### config.mk
export PLATFORM = sky130hd
export DESIGN_NAME = hazard_ctrl
export DESIGN_NICKNAME = d
export VERILOG_FILES = /design/src/rtl/hazard_ctrl.sv
export SDC_FILE = /design/constraint.sdc
export NUM_CORES = 1
export LEC_CHECK = 0
export CAP_MARGIN = 15
export CORE_UTILIZATION = 56
export DETAILED_ROUTE_END_ITERATION = 12
export GPL_TIMING_DRIVEN = 0
export PLACE_DENSITY = 0.91
export SYNTH_ARGS = -nofsm -noshare
export SYNTH_HDL_FRONTEND = slang
export SYNTH_SLANG_ARGS = --single-unit
### constraint.sdc
create_clock -name clk -period 9.2 [get_ports clk]
set_clock_uncertainty 0.2 [all_clocks]
set_input_delay 2.76 -clock clk [delete_from_list [all_inputs] [get_ports clk]]
set_output_delay 2.76 -clock clk [all_outputs]
set_load 0.05 [all_outputs]
### src/rtl/hazard_ctrl.sv
`default_nettype none
// ============================================================================
//  Module   : hazard_ctrl
//  Purpose  : Stall/flush/bubble sequencing and EX operand forwarding selects
//             for the 5-stage RV32I pipeline, built on EX/MEM/WB shadow slots.
//  Revision : 1.0  initial release
// ============================================================================
module hazard_ctrl #(
   parameter int CNT_W = 32
) (
   input  logic             clk,
   input  logic             rst,
   input  logic             id_valid,
   input  logic [4:0]       id_rs1,
   input  logic [4:0]       id_rs2,
   input  logic [4:0]       id_rd,
   input  logic             id_uses_rs1,
   input  logic             id_uses_rs2,
   input  logic             id_reg_write,
   input  logic             id_load,
   input  logic             id_mem,
   input  logic             ex_redirect,
   input  logic             mem_ready,
   output logic             stall_if,
   output logic             stall_id,
   output logic             stall_ex,
   output logic             flush_id,
   output logic             flush_ex,
   output logic [1:0]       fwd_a,
   output logic [1:0]       fwd_b,
   output logic [CNT_W-1:0] stall_cnt
);

   typedef struct packed {
      logic       v;
      logic [4:0] rs1;
      logic [4:0] rs2;
      logic [4:0] rd;
      logic       rw;
      logic       load;
      logic       mem;
   } ex_slot_t;

   typedef struct packed {
      logic       v;
      logic [4:0] rd;
      logic       rw;
      logic       mem;
   } mem_slot_t;

   typedef struct packed {
      logic       v;
      logic [4:0] rd;
      logic       rw;
   } wb_slot_t;

   localparam logic [1:0] c_FWD_RF  = 2'b00;
   localparam logic [1:0] c_FWD_MEM = 2'b01;
   localparam logic [1:0] c_FWD_WB  = 2'b10;

   ex_slot_t         ex_q,  ex_d;
   mem_slot_t        mem_q, mem_d;
   wb_slot_t         wb_q,  wb_d;
   logic [CNT_W-1:0] stall_cnt_q, stall_cnt_d;

   logic w_mem_stall;
   logic w_redirect;
   logic w_load_use;
   logic w_rs1_hit;
   logic w_rs2_hit;
   logic w_stall_front;
   logic [1:0] w_fwd_a;
   logic [1:0] w_fwd_b;

   function automatic logic [1:0] fwd_sel(input logic [4:0] rs,
                                          input mem_slot_t m,
                                          input wb_slot_t  w);
      logic [1:0] sel;
      sel = c_FWD_RF;
      if (m.v && m.rw && (m.rd != 5'd0) && (m.rd == rs)) begin
         sel = c_FWD_MEM;
      end else if (w.v && w.rw && (w.rd != 5'd0) && (w.rd == rs)) begin
         sel = c_FWD_WB;
      end
      return sel;
   endfunction

   // Raw hazard terms, then collapsed into a strict priority chain.
   always_comb begin
      w_rs1_hit     = id_uses_rs1 && (id_rs1 == ex_q.rd);
      w_rs2_hit     = id_uses_rs2 && (id_rs2 == ex_q.rd);
      w_mem_stall   = mem_q.v && mem_q.mem && !mem_ready;
      w_redirect    = !w_mem_stall && ex_q.v && ex_redirect;
      w_load_use    = !w_mem_stall && !w_redirect && id_valid && ex_q.v &&
                      ex_q.load && (ex_q.rd != 5'd0) && (w_rs1_hit || w_rs2_hit);
      w_stall_front = w_mem_stall || w_load_use;
      w_fwd_a       = ex_q.v ? fwd_sel(ex_q.rs1, mem_q, wb_q) : c_FWD_RF;
      w_fwd_b       = ex_q.v ? fwd_sel(ex_q.rs2, mem_q, wb_q) : c_FWD_RF;
   end

   always_comb begin
      stall_if  = !rst && w_stall_front;
      stall_id  = !rst && w_stall_front;
      stall_ex  = !rst && w_mem_stall;
      flush_id  = !rst && w_redirect;
      flush_ex  = !rst && (w_redirect || w_load_use);
      fwd_a     = rst ? c_FWD_RF : w_fwd_a;
      fwd_b     = rst ? c_FWD_RF : w_fwd_b;
      stall_cnt = rst ? '0 : stall_cnt_q;
   end

   always_comb begin
      ex_d        = ex_q;
      mem_d       = mem_q;
      wb_d        = wb_q;
      stall_cnt_d = stall_cnt_q;

      if (w_stall_front && (stall_cnt_q != {CNT_W{1'b1}})) begin
         stall_cnt_d = stall_cnt_q + CNT_W'(1);
      end

      // A memory wait freezes EX and MEM; WB is drained so it retires once.
      if (w_mem_stall) begin
         wb_d.v = 1'b0;
      end else begin
         wb_d.v    = mem_q.v;
         wb_d.rd   = mem_q.rd;
         wb_d.rw   = mem_q.rw;
         mem_d.v   = ex_q.v;
         mem_d.rd  = ex_q.rd;
         mem_d.rw  = ex_q.rw;
         mem_d.mem = ex_q.mem;
         if (w_redirect || w_load_use) begin
            ex_d.v = 1'b0;
         end else begin
            ex_d.v    = id_valid;
            ex_d.rs1  = id_rs1;
            ex_d.rs2  = id_rs2;
            ex_d.rd   = id_rd;
            ex_d.rw   = id_reg_write;
            ex_d.load = id_load;
            ex_d.mem  = id_mem;
         end
      end
   end

   always_ff @(posedge clk) begin
      if (rst) begin
         ex_q        <= '0;
         mem_q       <= '0;
         wb_q        <= '0;
         stall_cnt_q <= '0;
      end else begin
         ex_q        <= ex_d;
         mem_q       <= mem_d;
         wb_q        <= wb_d;
         stall_cnt_q <= stall_cnt_d;
      end
   end

endmodule
`default_nettype wire

==> flow_summary.html, run 1 <==
<table>
<tr><th>Metric</th><th>Value</th></tr>
<tr><th colspan="2">Logic synthesis</th></tr>
<tr><td>Number of enable-type register cells in the synthesized netlist</td><td>0</td></tr>
<tr><td>Post-synth cell types</td><td>47</td></tr>
<tr><td>Most used flip-flop cell after synthesis</td><td>dfxtp_1</td></tr>
<tr><td>Async set-or-reset flop fraction in the synthesized netlist</td><td>0%</td></tr>
<tr><td>Simple-gate portion of the synthesized area</td><td>between 30 and 40%</td></tr>
<tr><td>Area share of the largest cell type after synthesis</td><td>37.6%</td></tr>
<tr><td>Main combinational cell family by area after synthesis</td><td>simple AND/OR/NAND/NOR gates</td></tr>
<tr><td>Top cell types by occurrence after synthesis</td><td>66 x dfxtp_1, 50 x nor2_1, 36 x nand2_1, 34 x nor2b_1, 25 x a21oi_1</td></tr>
<tr><td>Adder and majority cell fraction of the synthesized area</td><td>0.357%</td></tr>
<tr><td>Yosys synthesis warning count</td><td>0</td></tr>
<tr><td>Library cell with the largest summed area after synthesis</td><td>dfxtp_1</td></tr>
<tr><td>Average footprint of a synthesized cell</td><td>8.62 sq um</td></tr>
<tr><td>Cell area after synthesis</td><td>3510 sq um</td></tr>
<tr><td>Most frequently used cell type in the post-synthesis netlist</td><td>dfxtp_1</td></tr>
<tr><td>Xor/xnor cell area share of the yosys netlist</td><td>7.49%</td></tr>
<tr><td>Net count after synthesis</td><td>433</td></tr>
<tr><td>Complex-gate fraction of the synthesized area</td><td>8.24%</td></tr>
<tr><td>Synth Register Bits</td><td>66</td></tr>
<tr><td>Proportion of synthesized area in mux cells</td><td>11.6%</td></tr>
<tr><td>Portion of the post-synthesis area used by sequential elements</td><td>37.6%</td></tr>
<tr><td>Cell types with the largest area share after synthesis</td><td>dfxtp_1 38%, mux2_2 6.4%, nor2b_1 6.1%</td></tr>
<tr><td>Cells after Synth</td><td>407</td></tr>
<tr><th colspan="2">Pwr</th></tr>
<tr><td>Net Switching</td><td>about 150 uW</td></tr>
<tr><td>Comb power frac</td><td>8.9%</td></tr>
<tr><td>Power density normalized to cell area</td><td>137 nW/um^2</td></tr>
<tr><td>Sequential fraction of design power</td><td>50.0%</td></tr>
<tr><td>Total Power</td><td>609 uW</td></tr>
<tr><td>Clock power share</td><td>41.1%</td></tr>
<tr><td>Leakage power</td><td>1.72 nW</td></tr>
<tr><td>Net switching share of the total power</td><td>24.3%</td></tr>
<tr><td>Internal Power</td><td>roughly 460 uW</td></tr>
<tr><td>Max IR drop VDD</td><td>roughly 0.10 mV</td></tr>
<tr><th colspan="2">CTS</th></tr>
<tr><td>Post-CTS Resized</td><td>0</td></tr>
<tr><td>Reg clk slew, reported paths</td><td>roughly 70 ps</td></tr>
<tr><td>H-tree depth</td><td>3</td></tr>
<tr><td>CTS buffer count</td><td>9</td></tr>
<tr><td>Clock root buffer</td><td>clkbuf_8</td></tr>
<tr><td>Count of hold buffers inserted by post-cts repair</td><td>0</td></tr>
<tr><td>Clock tree from TritonCTS</td><td>done</td></tr>
<tr><td>CTS sink count</td><td>66</td></tr>
<tr><td>Post-CTS setup buffer count</td><td>0</td></tr>
<tr><td>Max clock buf depth</td><td>2</td></tr>
<tr><td>Clock network latency to the later pin of the worst-skew pair</td><td>350 ps</td></tr>
<tr><th colspan="2">Placed design</th></tr>
<tr><td>Number of buffers inserted by port buffering</td><td>64</td></tr>
<tr><td>HPWL after detailed placement</td><td>6980 um</td></tr>
<tr><td>Final estimated routing congestion in global placement</td><td>about 0.93</td></tr>
<tr><td>Cell count after placement</td><td>546</td></tr>
<tr><td>Minimum setup slack after placement</td><td>about 630 ps</td></tr>
<tr><th colspan="2">Drt</th></tr>
<tr><td>Antenna violation net count after detailed routing</td><td>0</td></tr>
<tr><td>DRC violation count after routing</td><td>0</td></tr>
<tr><td>Sum of routed wire length over all layers</td><td>9660 um</td></tr>
<tr><td>Via count normalized by instance count</td><td>slightly below 6</td></tr>
<tr><td>Number of optimization iterations in the first detailed-route pass</td><td>6</td></tr>
<tr><td>DRT iter0 DRCs</td><td>379</td></tr>
<tr><td>Average routed wire per standard cell</td><td>17.2 um</td></tr>
<tr><td>DR vias</td><td>3,332</td></tr>
<tr><th colspan="2">Timing</th></tr>
<tr><td>Setup tns final</td><td>0 ps</td></tr>
<tr><td>Actual slew at the worst max-slew pin</td><td>613 ps</td></tr>
<tr><td>Final worst path period share</td><td>about 93%</td></tr>
<tr><td>Least setup slack across all paths after layout</td><td>611 ps</td></tr>
<tr><td>Count of endpoints failing hold in the final timing report</td><td>0</td></tr>
<tr><td>Time the worst path needs with I/O delays and setup</td><td>8590 ps</td></tr>
<tr><td>Setup repair after global routing missed its margin</td><td>no</td></tr>
<tr><td>Worst slew margin relative to its limit</td><td>59.0%</td></tr>
<tr><td>Fin. max-slew vios</td><td>0</td></tr>
<tr><td>Max Freq</td><td>116 MHz</td></tr>
<tr><td>Setup violations, final</td><td>0</td></tr>
<tr><th colspan="2">Status</th></tr>
<tr><td>Result of the run</td><td>completed</td></tr>
<tr><th colspan="2">Die</th></tr>
<tr><td>Core area</td><td>5990 sq um</td></tr>
<tr><td>Starting density of the core</td><td>58.6%</td></tr>
<tr><td>Top-Level Pins</td><td>66</td></tr>
<tr><td>Number of rows in the core area</td><td>28</td></tr>
<tr><td>Total die area</td><td>6590 sq um</td></tr>
<tr><td>Die Y-Extent</td><td>81.2 um</td></tr>
<tr><td>Horizontal extent of the die</td><td>81.2 um</td></tr>
<tr><th colspan="2">Global route</th></tr>
<tr><td>Maximum number of pins on one net before global-route repair</td><td>11</td></tr>
<tr><td>Number of global-route vias before repair</td><td>3,243</td></tr>
<tr><td>Number of antenna violations at the first check in global routing</td><td>0</td></tr>
<tr><td>Overflow after GRT</td><td>0</td></tr>
<tr><td>Wire length of the first global-routing pass</td><td>~15,000 um</td></tr>
<tr><td>Global-route usage over all layers</td><td>30.9%</td></tr>
<tr><th colspan="2">Setup path</th></tr>
<tr><td>Required time reported for the critical path endpoint</td><td>6240 ps</td></tr>
<tr><td>Type of the worst setup path</td><td>in -&gt; out</td></tr>
<tr><td>Startpoint Class</td><td>input pin</td></tr>
<tr><td>Max FO, Critical Path</td><td>10</td></tr>
<tr><td>Arrival time of the worst setup path</td><td>5630 ps</td></tr>
<tr><td>Nature of the critical path endpoint</td><td>output port</td></tr>
<tr><th colspan="2">Finish</th></tr>
<tr><td>Non-filler cells in the finished layout</td><td>562</td></tr>
<tr><td>Number of antenna diodes</td><td>0</td></tr>
<tr><td>Synthesis-to-finish area growth</td><td>26.6%</td></tr>
<tr><td>Layout cell share with drive strength beyond 1</td><td>10.7%</td></tr>
<tr><td>Number of fill cells</td><td>415</td></tr>
<tr><td>Nets</td><td>508</td></tr>
<tr><th colspan="2">Flow run</th></tr>
<tr><td>Max Cap Violations</td><td>0</td></tr>
<tr><th colspan="2">Worst hold path</th></tr>
<tr><td>Path class of the lowest-slack min-delay path</td><td>reg -&gt; reg</td></tr>
</table>
## routing by layer
layer	part of all wire, %	GRT usage [%]	vias up
met1	42	37.7	1562
met3	7.0	7.42	23
met2	48	50.5	162
li1	-	-	1585
met5	0	0	-
met4	2.5	15.9	0
## flip-flops by register name, indices dropped and copies added, names as in the netlist
register     flops
stall_cnt_q     32
wb_q             7
ex_q            19
mem_q            8
## through the flow
| step | hold slack, ps | utilization [%] | instance area, sq um |
|---|---|---|---|
| final | 267 | 74.1 | 4440 |
| after global routing | 273 | 74.1 | 4440 |
| after CTS | 264 | 74.1 | 4440 |
| after detailed placement | 254 | 70.8 | 4240 |
| after global placement | 247 | 70.8 | 4240 |
| after floorplan | 233 | - | 3510 |
## worst paths after layout
path | end | start | depth (start not counted) | slack (ps)
setup / recovery | stall_if | rst | 7 | 610
hold / removal | wb_q[0] | wb_q[0] | 2 | 270
setup reg to reg | stall_cnt_q[4] | stall_cnt_q[0] | 8 | 6450
hold reg to reg | wb_q[0] | wb_q[0] | 2 | 270
## kinds of logic after synthesis
logic type,count (synthesis)
and+or+nand+nor,199
AOI/OAI and AO/OA,46
buffers and inverters,27
muxes,38
xor gates and xnor gates,30
adders and majority gates,1
DFF,66
## final cells by class
class,count,area [sq um],share of cell area [%]
tap,75,93.8,2.11
buffer,25,126,2.85
multi-input combinational,314,2050,46.3
timing repair buffer,64,641,14.4
sequential,66,1320,29.7
clock inverter,2,35.0,0.789
inverter,2,7.51,0.169
clock buffer,14,163,3.66
## critical path, stage by stage
cell and delay [ps]:
clkbuf_1 400, clkbuf_1 480, buf_1 420, clkbuf_1 520, nor2_1 170, buf_4 170, clkdlybuf4s50_1 690
## cells in the final DEF, fill, tap and decap left out, types with 5 or more instances in the layout
cell and n:
nor2b_1 34, nor3_1 11, mux2_2 20, o31ai_1 10
or4_1 13, and4_1 6, clkbuf_1 14, mux2i_1 18
clkbuf_8 11, nand2_1 36, xor2_1 10, clkdlybuf4s50_1 64
dfxtp_1 66, nor2_1 50, buf_2 5, nand4_1 8
nand3_1 13, a21oi_1 25, xnor2_1 20, nor4_1 5
## power groups by stage
stage | combinational (mW) | sequential, mW | clock (mW)
2_1_floorplan | 0.0336 | 0.307 | 0
3_3_place_gp | 0.0516 | 0.310 | 0
3_5_place_dp | 0.0537 | 0.310 | 0
4_1_cts | 0.0541 | 0.304 | 0.252
5_1_grt | 0.0595 | 0.305 | 0.263
6_report | 0.0544 | 0.304 | 0.250
(Power assumes the default switching activity.)
==> run 2: changes to the inputs <==
- PLACE_DENSITY: 0.91 -> 0.85
- SLEW_MARGIN: not set -> 20
==> flow_summary.html, run 2 (synthesis gave the netlist of run 1 again) <==
<table>
<tr><th>Metric</th><th>Value</th></tr>
<tr><th colspan="2">Status</th></tr>
<tr><td>Result of the run</td><td>completed</td></tr>
<tr><th colspan="2">Global route</th></tr>
<tr><td>Routing usage on met3</td><td>4.72% (-2.7 points)</td></tr>
<tr><td>Maximum number of pins on one net before global-route repair</td><td>12 (+1)</td></tr>
<tr><td>Overflow after GRT</td><td>0 (unchanged)</td></tr>
<tr><td>Global-route usage over all layers</td><td>31.1% (+0.13 points)</td></tr>
<tr><td>GR met1 Demand/Resource</td><td>43.8% (+6.1 points)</td></tr>
<tr><td>Number of antenna violations at the first check in global routing</td><td>0 (unchanged)</td></tr>
<tr><td>Number of global-route vias before repair</td><td>3,121 (-3.8%)</td></tr>
<tr><td>Wire length of the first global-routing pass</td><td>15,400 um (+1.4%)</td></tr>
<tr><td>Global-route met2 utilization</td><td>46.6% (-3.9 points)</td></tr>
<tr><td>Global route hottest layer</td><td>met2</td></tr>
<tr><th colspan="2">Drt</th></tr>
<tr><td>Via count normalized by instance count</td><td>5.98 (+0.81%)</td></tr>
<tr><td>Sum of routed wire length over all layers</td><td>9590 um (-0.67%)</td></tr>
<tr><td>Number of optimization iterations in the first detailed-route pass</td><td>5 (-1)</td></tr>
<tr><td>DRC violation count after routing</td><td>0 (unchanged)</td></tr>
<tr><td>Average routed wire per standard cell</td><td>17.1 um (-0.67%)</td></tr>
<tr><td>DRT iter0 DRCs</td><td>292 (-23%)</td></tr>
<tr><td>Antenna violation net count after detailed routing</td><td>0 (unchanged)</td></tr>
<tr><td>DR vias</td><td>3,359 (+0.81%)</td></tr>
<tr><th colspan="2">Timing</th></tr>
<tr><td>Hold slack final</td><td>259 ps (-7.37 ps)</td></tr>
<tr><td>Setup tns final</td><td>0 ps (unchanged)</td></tr>
<tr><td>Actual slew at the worst max-slew pin</td><td>679 ps (+65.8 ps)</td></tr>
<tr><td>Setup repair after global routing missed its margin</td><td>no</td></tr>
<tr><td>Worst slew margin relative to its limit</td><td>54.8% (-4.2 points)</td></tr>
<tr><td>Max Freq</td><td>116 MHz (-0.45%)</td></tr>
<tr><td>Final worst path period share</td><td>93.8% (+0.42 points)</td></tr>
<tr><td>Time the worst path needs with I/O delays and setup</td><td>8630 ps (+38.6 ps)</td></tr>
<tr><td>Count of endpoints failing hold in the final timing report</td><td>0 (unchanged)</td></tr>
<tr><td>Fin. max-slew vios</td><td>0 (unchanged)</td></tr>
<tr><td>Setup violations, final</td><td>0 (unchanged)</td></tr>
<tr><th colspan="2">Finish</th></tr>
<tr><td>Most frequent cells in the layout</td><td>66 x dfxtp_1, 64 x clkdlybuf4s50_1, 50 x nor2_1, 36 x nand2_1, 34 x nor2b_1</td></tr>
<tr><td>Nets</td><td>508 (unchanged)</td></tr>
<tr><td>Number of antenna diodes</td><td>0 (unchanged)</td></tr>
<tr><td>Number of fill cells</td><td>458 (+10%)</td></tr>
<tr><td>Register bank with the most flops</td><td>stall_cnt_q</td></tr>
<tr><td>Most common cell after layout, fill and taps aside</td><td>dfxtp_1</td></tr>
<tr><td>Regs by FF count</td><td>stall_cnt_q: 32 flops, ex_q: 19 flops, mem_q: 8 flops</td></tr>
<tr><td>Synthesis-to-finish area growth</td><td>27.2%</td></tr>
<tr><td>Final core utilization</td><td>74.5% (+0.35 points)</td></tr>
<tr><td>Number of flip-flops in the largest register</td><td>32 (unchanged)</td></tr>
<tr><td>Design area</td><td>4460 sq um (+0.48%)</td></tr>
<tr><td>Layout cell share with drive strength beyond 1</td><td>11.1% (+0.41 points)</td></tr>
<tr><th colspan="2">CTS</th></tr>
<tr><td>Post-CTS Resized</td><td>0 (unchanged)</td></tr>
<tr><td>Clock root buffer</td><td>clkbuf_8</td></tr>
<tr><td>Post-CTS setup buffer count</td><td>0 (unchanged)</td></tr>
<tr><td>Max clock buf depth</td><td>2 (unchanged)</td></tr>
<tr><td>Reg clk slew, reported paths</td><td>70 ps (about the same)</td></tr>
<tr><td>CTS sink count</td><td>66 (unchanged)</td></tr>
<tr><td>Clock network latency to the later pin of the worst-skew pair</td><td>350 ps (about the same)</td></tr>
<tr><td>Count of hold buffers inserted by post-cts repair</td><td>0 (unchanged)</td></tr>
<tr><td>Clock tree from TritonCTS</td><td>done</td></tr>
<tr><td>H-tree depth</td><td>3 (unchanged)</td></tr>
<tr><td>CTS buffer count</td><td>9 (unchanged)</td></tr>
<tr><th colspan="2">Die</th></tr>
<tr><td>Top-Level Pins</td><td>66 (unchanged)</td></tr>
<tr><td>Horizontal extent of the die</td><td>81.2 um (unchanged)</td></tr>
<tr><td>Die Y-Extent</td><td>81.2 um (unchanged)</td></tr>
<tr><td>Total die area</td><td>6590 sq um (unchanged)</td></tr>
<tr><td>Number of rows in the core area</td><td>28 (unchanged)</td></tr>
<tr><td>Core area</td><td>5990 sq um (unchanged)</td></tr>
<tr><td>Starting density of the core</td><td>58.6% (unchanged)</td></tr>
<tr><th colspan="2">Setup path</th></tr>
<tr><td>Highest-delay cell along the critical path</td><td>clkdlybuf4s50_1</td></tr>
<tr><td>Startpoint Class</td><td>input pin</td></tr>
<tr><td>Worst path max stage delay</td><td>690 ps (about the same)</td></tr>
<tr><td>Nature of the critical path endpoint</td><td>output port</td></tr>
<tr><td>Required time reported for the critical path endpoint</td><td>6240 ps (about the same)</td></tr>
<tr><td>Timing startpoint of the critical path</td><td>rst</td></tr>
<tr><td>Worst path cell trace</td><td>clkbuf_1 &gt; clkbuf_1 &gt; buf_1 &gt; clkbuf_1 &gt; nor2_1 &gt; buf_4 &gt; clkdlybuf4s50_1</td></tr>
<tr><td>Arrival time of the worst setup path</td><td>5670 ps (+40 ps)</td></tr>
<tr><td>Most Frequent Cell on Critical Path</td><td>clkbuf_1</td></tr>
<tr><td>Max FO, Critical Path</td><td>10 (unchanged)</td></tr>
<tr><td>Worst R2R Start</td><td>stall_cnt_q[0]</td></tr>
<tr><td>Type of the worst setup path</td><td>in -&gt; out</td></tr>
<tr><th colspan="2">Pwr</th></tr>
<tr><td>Leakage power</td><td>1.73 nW (+0.50%)</td></tr>
<tr><td>Total Power</td><td>629 uW (+3.4%)</td></tr>
<tr><td>Max IR drop VDD</td><td>0.112 mV (+6.8%)</td></tr>
<tr><td>Power density normalized to cell area</td><td>141 nW/um^2 (+2.9%)</td></tr>
<tr><th colspan="2">Placed design</th></tr>
<tr><td>Instance area after placement</td><td>4240 sq um (unchanged)</td></tr>
<tr><td>Number of buffers inserted by port buffering</td><td>64 (unchanged)</td></tr>
<tr><td>Final estimated routing congestion in global placement</td><td>0.946 (+1.8%)</td></tr>
<tr><td>HPWL after detailed placement</td><td>6910 um (-0.95%)</td></tr>
<tr><th colspan="2">Worst hold path</th></tr>
<tr><td>Path class of the lowest-slack min-delay path</td><td>reg -&gt; reg</td></tr>
<tr><td>Worst Min Path Start</td><td>ex_q[0]</td></tr>
<tr><th colspan="2">Flow run</th></tr>
<tr><td>Max Cap Violations</td><td>0 (unchanged)</td></tr>
</table>
-- run 2: cell count changes in the layout (fill, tap and decap cells not counted), sizes merged --
cell	change
clkinvlp	+1
clkbuf	-3
bufinv	+1
clkinv	+1
-- run 2: routing by layer --
layer | wire [um] | part of all wire (%) | vias to the layer above
met1 | 4280 | 45 | 1582
met3 | 686 | 7.2 | 18
met2 | 4450 | 46 | 166
met4 | 182 | 1.9 | 0
met5 | 0 | 0 | -
li1 | - | - | 1593
-- run 2: final timing paths --
kind | to | slack, ps | cells past startpoint
worst max register to register | stall_cnt_q[4] | 6490 | 8
worst max-delay path | stall_if | 570 | 7
worst min register to register | mem_q[0] | 260 | 2
worst min-delay path | mem_q[0] | 260 | 2
-- run 2: worst max-delay path, delay by kind of cell --
family,cells,cell delay [ps]
buf+inv,6,2740
simple gates,1,160
-- run 2: area by class of cell --
class | count | area [sq um] | area share (%)
Timing Repair Buffer | 64 | 641 | 14.4
Multi-Input combinational cell | 314 | 2050 | 46.0
Inverter | 2 | 7.51 | 0.168
Sequential cell | 66 | 1320 | 29.6
Clock inverter | 5 | 77.6 | 1.74
Buffer | 25 | 126 | 2.83
Clock buffer | 11 | 141 | 3.17
Tap cell | 75 | 93.8 | 2.10
-- run 2: power breakdown --
part | leakage, nW | internal [mW] | switching, mW
clock | 0.109 | 0.159 | 0.112
sequential | 0.538 | 0.293 | 0.0108
combinational | 1.08 | 0.0271 | 0.0269
total | 1.73 | 0.480 | 0.150
-- run 2: per-stage QoR --
step           setup slack, ps  cells
2_1_floorplan             1530    407
3_3_place_gp               705    546
3_5_place_dp               671    546
4_1_cts                    619    562
5_1_grt                    405    562
6_report                   572    562
==> run 3: changes to the inputs <==
- SKIP_CTS_REPAIR_TIMING: not set -> 1
==> results of run 3 <==
No change in the layout: final DEF, timing and power equal those of run 2.
